--- src/rtl/hello_msg_sequencer.sv ---
// ---------------------------------------------------------------------------
// hello_msg_sequencer
//
// Sends the fixed 13-byte message "Hello World\r\n" to a UART transmitter
// once per trigger pulse.  Sits between a periodic enable generator (whose
// 1-cycle enable drives i_start) and the UART TX (valid/ready handshake).
// Optionally inserts GAP_CYCLES idle cycles between consecutive characters.
//
// Parameters:
//   GAP_CYCLES   idle cycles (valid low) between characters, 0..255
//
// Ports:
//   clk          in   system clock
//   reset        in   asynchronous, active-high reset
//   i_start      in   trigger pulse, level-sampled on rising clk
//   i_tx_ready   in   UART TX can accept a byte this cycle
//   o_tx_valid   out  o_tx_data holds a byte for the TX
//   o_tx_data    out  character being offered (8 bits)
//   o_busy       out  frame in progress
//   o_done       out  single-cycle pulse after the last byte is accepted
//   o_overrun    out  sticky: a trigger arrived while a frame was running
// ---------------------------------------------------------------------------
module hello_msg_sequencer #(
    parameter int GAP_CYCLES = 0
) (
    input  logic       clk,
    input  logic       reset,
    input  logic       i_start,
    input  logic       i_tx_ready,
    output logic       o_tx_valid,
    output logic [7:0] o_tx_data,
    output logic       o_busy,
    output logic       o_done,
    output logic       o_overrun
);

    // Index of the final character ("\n"); the frame ends on its handshake.
    localparam logic [3:0] LAST_IDX = 4'd12;

    // Value loaded into the gap counter on a handshake.  The GAP state is
    // left when the counter reads zero, so loading GAP_CYCLES-1 yields
    // exactly GAP_CYCLES cycles with valid low.
    localparam logic [7:0] GAP_RELOAD = (GAP_CYCLES > 0) ? 8'(GAP_CYCLES - 1) : 8'd0;

    typedef enum logic [1:0] {
        IDLE = 2'd0,
        SEND = 2'd1,
        GAP  = 2'd2
    } state_t;

    state_t     state;
    logic [3:0] idx;
    logic [7:0] gap_cnt;

    // Message ROM: "Hello World\r\n".  Out-of-range indices return 0,
    // though idx is never allowed past LAST_IDX.
    function automatic logic [7:0] rom_byte(input logic [3:0] i);
        logic [7:0] b;
        case (i)
            4'd0:    b = 8'h48;  // H
            4'd1:    b = 8'h65;  // e
            4'd2:    b = 8'h6C;  // l
            4'd3:    b = 8'h6C;  // l
            4'd4:    b = 8'h6F;  // o
            4'd5:    b = 8'h20;  // space
            4'd6:    b = 8'h57;  // W
            4'd7:    b = 8'h6F;  // o
            4'd8:    b = 8'h72;  // r
            4'd9:    b = 8'h6C;  // l
            4'd10:   b = 8'h64;  // d
            4'd11:   b = 8'h0D;  // CR
            4'd12:   b = 8'h0A;  // LF
            default: b = 8'h00;
        endcase
        return b;
    endfunction

    logic handshake;
    assign handshake = o_tx_valid & i_tx_ready;

    // Single sequential block holding the FSM, the character index, the gap
    // counter and every output.  All outputs are registered so the TX sees
    // glitch-free valid/data that change only on a clock edge.  o_tx_data
    // is loaded together with o_tx_valid and is left untouched until the
    // handshake, which keeps the byte stable under backpressure.
    always_ff @(posedge clk or posedge reset) begin
        if (reset) begin
            state      <= IDLE;
            idx        <= 4'd0;
            gap_cnt    <= 8'd0;
            o_tx_valid <= 1'b0;
            o_tx_data  <= 8'h00;
            o_busy     <= 1'b0;
            o_done     <= 1'b0;
            o_overrun  <= 1'b0;
        end else begin
            o_done <= 1'b0;

            // Any trigger outside IDLE is dropped but remembered, including
            // one that coincides with the final handshake of a frame.
            if (i_start && (state != IDLE)) begin
                o_overrun <= 1'b1;
            end

            case (state)
                IDLE: begin
                    if (i_start) begin
                        state      <= SEND;
                        idx        <= 4'd0;
                        o_tx_valid <= 1'b1;
                        o_tx_data  <= rom_byte(4'd0);
                        o_busy     <= 1'b1;
                    end
                end

                SEND: begin
                    if (handshake) begin
                        if (idx == LAST_IDX) begin
                            state      <= IDLE;
                            idx        <= 4'd0;
                            o_tx_valid <= 1'b0;
                            o_tx_data  <= 8'h00;
                            o_busy     <= 1'b0;
                            o_done     <= 1'b1;
                        end else if (GAP_CYCLES == 0) begin
                            // Back-to-back: present the next byte right away.
                            idx       <= idx + 4'd1;
                            o_tx_data <= rom_byte(idx + 4'd1);
                        end else begin
                            idx        <= idx + 4'd1;
                            gap_cnt    <= GAP_RELOAD;
                            o_tx_valid <= 1'b0;
                            state      <= GAP;
                        end
                    end
                end

                GAP: begin
                    // idx already points at the next character here.
                    if (gap_cnt == 8'd0) begin
                        state      <= SEND;
                        o_tx_valid <= 1'b1;
                        o_tx_data  <= rom_byte(idx);
                    end else begin
                        gap_cnt <= gap_cnt - 8'd1;
                    end
                end

                default: begin
                    state      <= IDLE;
                    idx        <= 4'd0;
                    gap_cnt    <= 8'd0;
                    o_tx_valid <= 1'b0;
                    o_tx_data  <= 8'h00;
                    o_busy     <= 1'b0;
                end
            endcase
        end
    end

endmodule

--- config.mk ---
export PLATFORM = sky130hd
export DESIGN_NAME = hello_msg_sequencer
export DESIGN_NICKNAME = d
export VERILOG_FILES = /design/src/rtl/hello_msg_sequencer.sv
export SDC_FILE = /design/constraint.sdc
export NUM_CORES = 1
export LEC_CHECK = 0
export ABC_CLOCK_PERIOD_IN_PS = 2600
export BUFFER_PORTS_ARGS = -buffer_cell sky130_fd_sc_hd__buf_2
export CAP_MARGIN = 0
export CORE_MARGIN = 5
export CORE_UTILIZATION = 52
export DETAILED_ROUTE_END_ITERATION = 8
export PLACE_DENSITY = 0.76
export SYNTH_ARGS = -nofsm -noshare
export SYNTH_HDL_FRONTEND = slang
export SYNTH_SLANG_ARGS = --single-unit
export TNS_END_PERCENT = 1
--- constraint.sdc ---
create_clock -name clk -period 2.6 [get_ports clk]
set_input_delay 0.26 -clock clk [delete_from_list [all_inputs] [get_ports clk]]
set_output_delay 0.26 -clock clk [all_outputs]
set_load 0.01 [all_outputs]
==> summary.md <==
• 1020 uW — power after layout
• 0 — final setup violation count
• 49.7 um — die width
• no — RSZ-0062 raised after global routing
• 0.58 ns — delay of the slowest critical-path stage
• 0.28 ns — clk_lat worst skew
• 1 — H-tree depth
• 110 — fin cells
• 4 — number of optimization iterations in the first detailed-route pass
• 0.000680 ns — clock skew
• 2 — maximum root-to-sink buffer count
• 27 — count of unique library cells instantiated by Yosys
• 24 — violation count after the first detailed-route iteration
• 13.2 um — detail-routed net length per standard cell
• 0 — Post-synth EDFFs
• sky130_fd_sc_hd__dfrtp_1 — most frequent cell after synthesis
• 14 — final hold violation count
• flop — startpoint type of the worst setup path
• 0 — overflow left after global routing
• 1510 sq um — Std-Cell Core Area
• sky130_fd_sc_hd__dfrtp_1 — post-synth top area cell
• 0 — Max Transition Viols Final
• -0.00324 ns — worst slack on hold paths
• 10.2 sq um — post-synthesis average cell area
• sky130_fd_sc_hd__ha_1 — most frequent cell on the critical path
• 0 — count of max-cap constraint violations
• adder cells — Worst path top cell family by delay
• 100% — share of async-settable or async-resettable flops after synthesis
• 14 — IO buf count
• 65.2% — relative slew slack
• 0 — Post-CTS Setup Repair Bufs
• 1.46 mm — overall routed net length
• 3 — Inserted Clock Buffers
• 608 — routed vias
• 0.61 ns — worst reg2reg setup slack
• input port to async pin — Hold/Removal Path Class
• 0.09 ns — clock slew at reported path FFs
• sky130_fd_sc_hd__dfrtp_1 (14), sky130_fd_sc_hd__ha_1 (9), sky130_fd_sc_hd__nand2_1 (8), sky130_fd_sc_hd__nor2_1 (7) — top cell types by occurrence after synthesis
• 2470 sq um — die area
• ha_1 -> inv_1 -> ha_1 -> mux4_1 -> o21ai_0 — ordered list of cells on the worst path
• 124 — filler cell count in the final layout
• done — clock tree from TritonCTS
• 0.829 — weighted congestion at the end of routability-driven global placement
• 1 — number of buffer and inverter instances along the worst setup path
• 49.7 um — Die Y
• 0 — remaining routing DRC violations
• 12.7% — area added between synthesis and finish
• 14.1% — total global routing track utilization
• 0.502 GHz — highest attainable clock frequency
• 0 — Post-CTS Hold Buffers
• 93 — post-synthesis net count
• 14 — number of clock sinks
• complete, but fails checks — status
• 2.80 ns — data required time at the worst endpoint
• 0 — Diodes inserted
• 106 — number of instances in the placed design
• 14 — post-synthesis sequential element count
• 0.615 ns — worst slack at placement
• 14 — number of standard-cell rows in the floorplan
• 16 — number of top-level pins
• 820 sq um — Post-Syn Area
• 15 — maximum number of pins on one net before global-route repair
• 0 — number of resized instances in the post-cts repair step
• 76.7% — ratio of final minimum period to clock period
• 0 — yosys warns
• 5.53 — via/cell ratio
• 108 — nets
• 2.75 mm — first-pass GRT wire length
• sky130_fd_sc_hd__dfrtp_1 — Main synth FF type
• 604 — via count of the first global-routing pass
• 1100 nW/um^2 — Power Density
• 0.568 mV — worst IR drop on VDD
• 0.000463 uW — static leakage
• 0 ns — total negative slack for setup checks
• 10 — Critical Path Fanout Max
• sky130_fd_sc_hd__mux4_1 — cell at the slowest stage of the critical path
• hold timing — failing checks
• 80 — number of standard cells after synthesis
• sky130_fd_sc_hd__clkbuf_4 — Clk Tree Root Cell
• flop to flop — crit path kind
• 27.7% — proportion of layout cells with a drive suffix above 1
• 42.7% — part of the Yosys area used for sequential elements
• 2.20 ns — Data arrival, critical path
• 0.606 ns — final worst setup slack
• 0 — initial antenna violation count
• 1.14 mm — half-perimeter wire length after placement
• sky130_fd_sc_hd__dfrtp_1 (43%), sky130_fd_sc_hd__ha_1 (14%), sky130_fd_sc_hd__o21ai_0 (3.7%) — cells taking the most area after synthesis
• 1.99 ns — final critical-path required period
• 42.7% — fraction of synthesized cell area taken by the top area cell type
• flop — Crit. End Element
• 0 — remaining antenna violation count after routing
• 0.521 ns — Slew @ Worst Pin
• 54.4% — effective utilization at floorplan
worst register-to-register path: stages, from the launching register on:
cell and delay, ns:
sky130_fd_sc_hd__dfrtp_1 0.50, sky130_fd_sc_hd__ha_1 0.19, sky130_fd_sc_hd__inv_1 0.05, sky130_fd_sc_hd__ha_1 0.45, sky130_fd_sc_hd__mux4_1 0.58, sky130_fd_sc_hd__o21ai_0 0.15
layout by cell type, fill, tap and decap left out, types with 2 or more instances in the layout:
cell type	count
sky130_fd_sc_hd__buf_2	14
sky130_fd_sc_hd__clkbuf_4	3
sky130_fd_sc_hd__nand3_1	3
sky130_fd_sc_hd__nor2b_1	2
sky130_fd_sc_hd__a21oi_1	3
sky130_fd_sc_hd__o21ai_0	6
sky130_fd_sc_hd__dfrtp_1	14
sky130_fd_sc_hd__ha_1	9
sky130_fd_sc_hd__a21o_2	2
sky130_fd_sc_hd__a221o_1	2
sky130_fd_sc_hd__nand2_1	8
sky130_fd_sc_hd__nor2_1	7
sky130_fd_sc_hd__inv_1	6
area by class of cell:
class	count	area [sq um]	area share, %
clock buffer	4	36.3	3.93
sequential	14	350	37.9
inverter	6	22.5	2.44
timing repair buffer	14	70.1	7.59
tap	16	20.0	2.17
multi-input combinational	56	424	45.9
final timing paths:
kind,start,end,cells after the start
setup reg to reg,idx[0]$_DFFE_PP0P_,o_tx_data[3]$_DFFE_PP0P_,5
hold reg to reg,o_overrun$_DFFE_PP0P_,o_overrun$_DFFE_PP0P_,1
max in group asynchronous,reset,idx[0]$_DFFE_PP0P_,2
setup / recovery,idx[0]$_DFFE_PP0P_,o_tx_data[3]$_DFFE_PP0P_,5
hold / removal,reset,o_tx_data[6]$_DFFE_PP0P_,2
min in group clk,i_start,o_overrun$_DFFE_PP0P_,2
registers in the layout, indices dropped and copies added (netlist names):
register,cells
o_tx_data,7
o_overrun,1
o_done,1
idx,4
o_tx_valid,1
report_power, final:
| group | switching (uW) | total (uW) | internal, uW |
|---|---|---|---|
| Clock | 72.4 | 158 | 85.2 |
| Combinational | 258 | 488 | 231 |
| Sequential | 75.0 | 374 | 299 |
| Total | 405 | 1020 | 614 |
per-layer routing:
metal | share of wire [%] | global-route usage [%] | up-vias
met3 | 9.5 | 4.52 | 2
met5 | 0 | 0 | -
met1 | 46 | 19.5 | 282
li1 | - | - | 301
met4 | 0.89 | 4.37 | 0
met2 | 43 | 20.8 | 23
stage by stage:
step,utilization [%],area (sq um)
after global placement,58.9,887
after global routing,61.3,923
after CTS,61.3,923
after floorplan,-,820
after detailed placement,58.9,887
final,61.3,923
kinds of logic after synthesis:
| kind of cell | Yosys count | synth area share [%] |
|---|---|---|
| simple gates | 23 | 13.0 |
| compound gates | 19 | 16.8 |
| flops | 14 | 42.7 |
| buf+inv | 10 | 5.50 |
| fa+ha+maj | 9 | 13.7 |
| mux | 3 | 5.80 |
| other cells | 1 | 0.458 |
| xor+xnor | 1 | 1.99 |
No activity file was read; power rests on OpenSTA's default activity.
